`src/rtl/ed25519_io_ctrl.sv`:
```
// Stream front end for an Ed25519 scalar-multiply core: gathers scalar/px/py
// from a beat stream, starts the core, then streams the result point back out.
module ed25519_io_ctrl #(
   parameter int DATA_W = 64,
   parameter int PATN_W = 256
) (
   input  logic              i_clk,
   input  logic              i_rst_n,
   input  logic              i_in_valid,
   output logic              o_in_ready,
   input  logic [DATA_W-1:0] i_in_data,
   output logic              o_out_valid,
   input  logic              i_out_ready,
   output logic [DATA_W-1:0] o_out_data,
   output logic              o_start,
   output logic [PATN_W-1:0] o_scalar,
   output logic [PATN_W-1:0] o_px,
   output logic [PATN_W-1:0] o_py,
   input  logic              i_done,
   input  logic [PATN_W-1:0] i_rx,
   input  logic [PATN_W-1:0] i_ry
);

   localparam int NBEAT     = PATN_W / DATA_W;
   localparam int IN_BEATS  = 3 * NBEAT;
   localparam int OUT_BEATS = 2 * NBEAT;
   localparam int IN_W      = 3 * PATN_W;
   localparam int OUT_W     = 2 * PATN_W;
   localparam int CNT_W     = $clog2(IN_BEATS + 1);

   typedef enum logic [1:0] {S_RECV, S_START, S_WAIT, S_SEND} state_t;

   state_t              r_state;
   state_t              w_state_next;
   logic [IN_W-1:0]     r_in_buf;
   logic [OUT_W-1:0]    r_out_buf;
   logic [CNT_W-1:0]    r_in_cnt;
   logic [CNT_W-1:0]    r_out_cnt;
   logic                w_in_fire;
   logic                w_out_fire;
   logic                w_in_last;
   logic                w_out_last;
   logic                w_capture;

   assign w_in_fire  = o_in_ready & i_in_valid;
   assign w_out_fire = o_out_valid & i_out_ready;
   assign w_in_last  = w_in_fire & (r_in_cnt == CNT_W'(IN_BEATS - 1));
   assign w_out_last = w_out_fire & (r_out_cnt == CNT_W'(OUT_BEATS - 1));
   assign w_capture  = (r_state == S_WAIT) & i_done;

   always_ff @(posedge i_clk or negedge i_rst_n) begin
      if (!i_rst_n) begin
         r_state <= S_RECV;
      end else begin
         r_state <= w_state_next;
      end
   end

   always_comb begin
      w_state_next = r_state;
      case (r_state)
         S_RECV:  if (w_in_last)  w_state_next = S_START;
         S_START: w_state_next = S_WAIT;
         S_WAIT:  if (i_done)     w_state_next = S_SEND;
         S_SEND:  if (w_out_last) w_state_next = S_RECV;
         default: w_state_next = S_RECV;
      endcase
   end

   // Ready is gated by reset so nothing upstream sees a handshake mid-reset.
   always_comb begin
      o_in_ready  = (r_state == S_RECV) & i_rst_n;
      o_start     = (r_state == S_START);
      o_out_valid = (r_state == S_SEND);
      o_out_data  = o_out_valid ? r_out_buf[OUT_W-1 -: DATA_W] : '0;
   end

   // Input buffer only moves on accepted beats, which keeps the operand
   // outputs frozen until the next transaction's first beat arrives.
   always_ff @(posedge i_clk or negedge i_rst_n) begin
      if (!i_rst_n) begin
         r_in_buf <= '0;
         r_in_cnt <= '0;
      end else if (w_in_fire) begin
         r_in_buf <= {r_in_buf[IN_W-DATA_W-1:0], i_in_data};
         r_in_cnt <= w_in_last ? '0 : r_in_cnt + 1'b1;
      end
   end

   always_ff @(posedge i_clk or negedge i_rst_n) begin
      if (!i_rst_n) begin
         r_out_buf <= '0;
         r_out_cnt <= '0;
      end else if (w_capture) begin
         r_out_buf <= {i_rx, i_ry};
         r_out_cnt <= '0;
      end else if (w_out_fire) begin
         r_out_buf <= {r_out_buf[OUT_W-DATA_W-1:0], {DATA_W{1'b0}}};
         r_out_cnt <= w_out_last ? '0 : r_out_cnt + 1'b1;
      end
   end

   assign o_scalar = r_in_buf[IN_W-1 -: PATN_W];
   assign o_px     = r_in_buf[OUT_W-1 -: PATN_W];
   assign o_py     = r_in_buf[PATN_W-1:0];

endmodule

```
`config.mk`:
```
export PLATFORM = sky130hd
export DESIGN_NAME = ed25519_io_ctrl
export DESIGN_NICKNAME = d
export VERILOG_FILES = /design/src/rtl/ed25519_io_ctrl.sv
export SDC_FILE = /design/constraint.sdc
export NUM_CORES = 2
export LEC_CHECK = 0
export BUFFER_PORTS_ARGS = -buffer_cell sky130_fd_sc_hd__clkbuf_2
export CORE_AREA = 2 2 553 555
export DETAILED_ROUTE_END_ITERATION = 7
export DIE_AREA = 0 0 555 557
export REMOVE_ABC_BUFFERS = 1
export SLEW_MARGIN = 20
export SYNTH_ARGS = -nofsm -noshare
export SYNTH_HDL_FRONTEND = slang
export SYNTH_SLANG_ARGS = --single-unit
export TNS_END_PERCENT = 5
```
`constraint.sdc`:
```
create_clock -name i_clk -period 1.55 [get_ports i_clk]
set_input_delay 0.465 -clock i_clk [delete_from_list [all_inputs] [get_ports i_clk]]
set_output_delay 0.465 -clock i_clk [all_outputs]
set_load 0.05 [all_outputs]
```
==> impl_metrics.yaml <==
placement:
  dp_slack_ns: -0.3993
  gp_congestion: 0.9285
  placed_area_um2: 67670
  port_buffers: 1415
  dpl.hpwl_mm: 170.2
  placed_cells: 11390
clock_network:
  cts_tree: "yes"
  cts.sinks: 1290
  root_buffer: "clkbuf_16"
  cts_buffers: 155
  cts-htree-levels: 4
  clkSlewWorstSetupHoldPaths_ns: 0.06
  clk_latency_ns: 0.82
  cts_max_path_buffers: 4
sta:
  rsz0062_at_grt: "true"
  fin_skew_ns: 0.06798
  fin_crit_sh_pct: 167.6
  tightestPinTransition_ns: 0.6647
  fmax_mhz: 385.0
  relSlewSlack_pct: 55.69
  worst_slack_ns: -1.047
  hold_slack_ns: 0.07602
  hold_viol: 0
  final.min_clock_period_ns: 2.597
  finalMaxSlewViolations: 0
  setup-violations-final: 2123
die:
  rows: 203
  start_util_pct: 17.09
  die_area_um2: 309100
  ios: 1416
  core_region_area_um2: 304000
  die_w_um: 555
  die_y_um: 557
grt:
  grt_antenna_before_repair: 49
  grt_overflow: 0
  grt_max_degree: 80
  grt.busiest_layer: "met2"
  grt_pass1_wl_mm: 330.3
  first_global_vias: 49290
  grtUsageMet2_pct: 21.19
  met3_usage_pct: 3.752
  grt_usage_pct: 14.21
  met1_usage_pct: 18.84
power_and_ir_drop:
  ir_worst_vdd_v: 0.001591
  clkPwrFrac_pct: 24.1
  p_leak_uw: 0.04238
  power.density_nw_per_um2: 1944
  p_switching_uw: 67950
  p_sw_share_pct: 42.67
  p_seq_share_pct: 34.5
  comb_power_share_pct: 41.5
  intPower_uw: 91310
finish:
  drive_above_1_share_pct: 27.33
  final_cell_mix: "nand2_1, dfrtp_1, clkbuf_2"
  fin_cells: 12360
  syn_to_final_growth_pct: 57.66
  fin_area_um2: 81940
  utilization_pct: 26.95
  layout.cells.most_common: "nand2_1"
  num-nets-final: 8793
drt:
  first_pass_iters: 6
  drt-initial-drc-count: 4531
  via_count: 51400
  wl_per_cell_um: 19.04
  drc: 0
  drtAntennaViolNets: 0
  vias_per_cell: 4.158
  routed_wl_mm: 235.4
synthesis:
  syn_area_um2: 51970
  ys_ff_latch: 1290
  ys.flop_type: "dfrtp_1"
  syn_area_per_cell_um2: 8.717
  postSynthCellCount: 5962
  synth_edf_count: 0
  ys.warnings.count: 0
  ys_async_sr_fraction_pct: 100.0
  yosys.cell_types.count: 26
  yosysSeqAreaShare_pct: 62.11
flow_run:
  drv_cap: 0
setup_path:
  worstRegToRegCells: 11
  r2r-end: "r_out_buf[466]"
  cp.arrival_ns: 2.13
  cp-start-kind: "flip-flop"
  setup.worst_path.end: "o_out_data[8]"
  cp-startpoint: "r_state[0]"
  crit_fanout: 22
  worstSetupPathType: "reg -> out"
  reg2reg_slack_ns: -0.50
  worstPathRequired_ns: 1.08
  critical_path.endpoint_type: "output port"
  rr_startpoint: "r_state[0]"
run_status:
  violations: "negative setup slack"
  outcome: "complete, but fails checks"
worst_hold_path:
  hp-class: "in -> reg"
[kinds of logic after synthesis]
logic type | synth area share, %
AND/OR/NAND/NOR | 27.42
flip-flops | 62.11
AO/OA/AOI/OAI | 6.592
buffers and inverters | 3.664
adder cells (fa/ha/maj) | 0.1444
multiplexers | 0.04333
XOR/XNOR | 0.01686
[cells in the mapped netlist (2+ instances only)]
master    number  share of area (%)
nand2_1     3215                 23
dfrtp_1     1290                 62
nor2_1       453                3.3
a31oi_1      448                5.4
buf_2        223                2.1
clkbuf_1     115               0.83
and2_1        67               0.81
a22o_1        64                1.1
buf_4         35               0.51
buf_1         16               0.12
o21ai_0        7              0.067
ha_1           6               0.14
a21oi_1        4              0.039
inv_1          3              0.022
nand3_1        3              0.029
buf_6          2              0.043
nand2b_1       2              0.024
[power by group through the flow]
| stage | registers (uW) | clock network, uW | logic [uW] |
|---|---|---|---|
| global route | 56100 | 40600 | 70400 |
| finish | 54900 | 38400 | 66000 |
| detailed placement | 54900 | 0 | 60200 |
| floorplan | 64800 | 0 | 15500 |
| global placement | 54800 | 0 | 59600 |
| CTS | 54500 | 39300 | 63800 |
[cell type report]
class                      count  area [um^2]
multi-input combinational   4278        18040
clock buffer                 215         4457
clock inverter                58        858.3
antenna                       42        105.1
fill                       31860       222100
inverter                       3        13.76
sequential                  1290        32340
tap                         3997         5001
timing repair buffer        2478        21120
[worst min path at each step]
stage	start	end	slack, ns	cells past startpoint
after floorplan	i_rst_n	r_in_buf[0]	0.17	0
after global placement	r_in_buf[717]	r_in_buf[717]	0.46	2
after detailed placement	r_in_buf[757]	r_in_buf[757]	0.46	2
after CTS	i_in_data[0]	r_in_buf[0]	0.003	3
after global routing	i_in_data[0]	r_in_buf[0]	0.05	3
final	i_in_data[18]	r_in_buf[18]	0.08	3
[routing by layer]
layer,vias up,part of all wire [%]
li1,23430,-
met1,24890,43
met2,2388,44
met3,699,7.9
met4,2,5.8
met5,-,0.0064
[through the flow]
step                TNS [ns]  total power [uW]
floorplan                  -             80310
global placement     -331.11            114400
detailed placement   -345.31            115200
CTS                  -951.73            157600
global route         -944.80            167200
finish               -734.75            159300
[registers in the layout, summed over array words and instances, names as in the netlist]
name,flops
r_out_cnt,4
r_in_buf,768
r_in_cnt,4
r_out_buf,512
r_state,2
[critical path: stages (launching register included)]
cell,delay (ns)
dfrtp_1,0.38
buf_4,0.14
ha_4,0.19
buf_12,0.15
buf_12,0.15
and2_1,0.16
buf_8,0.15
[repair_timing]
action                      CTS  global route
cloned                        0            23
hold endpoints to repair    633             0
setup buffers                33            36
setup endpoints to repair  2122          2844
gates resized for setup     358           225
hold buffers                568             0
pin swaps                     1            47
No activity file was read; power rests on OpenSTA's default activity.
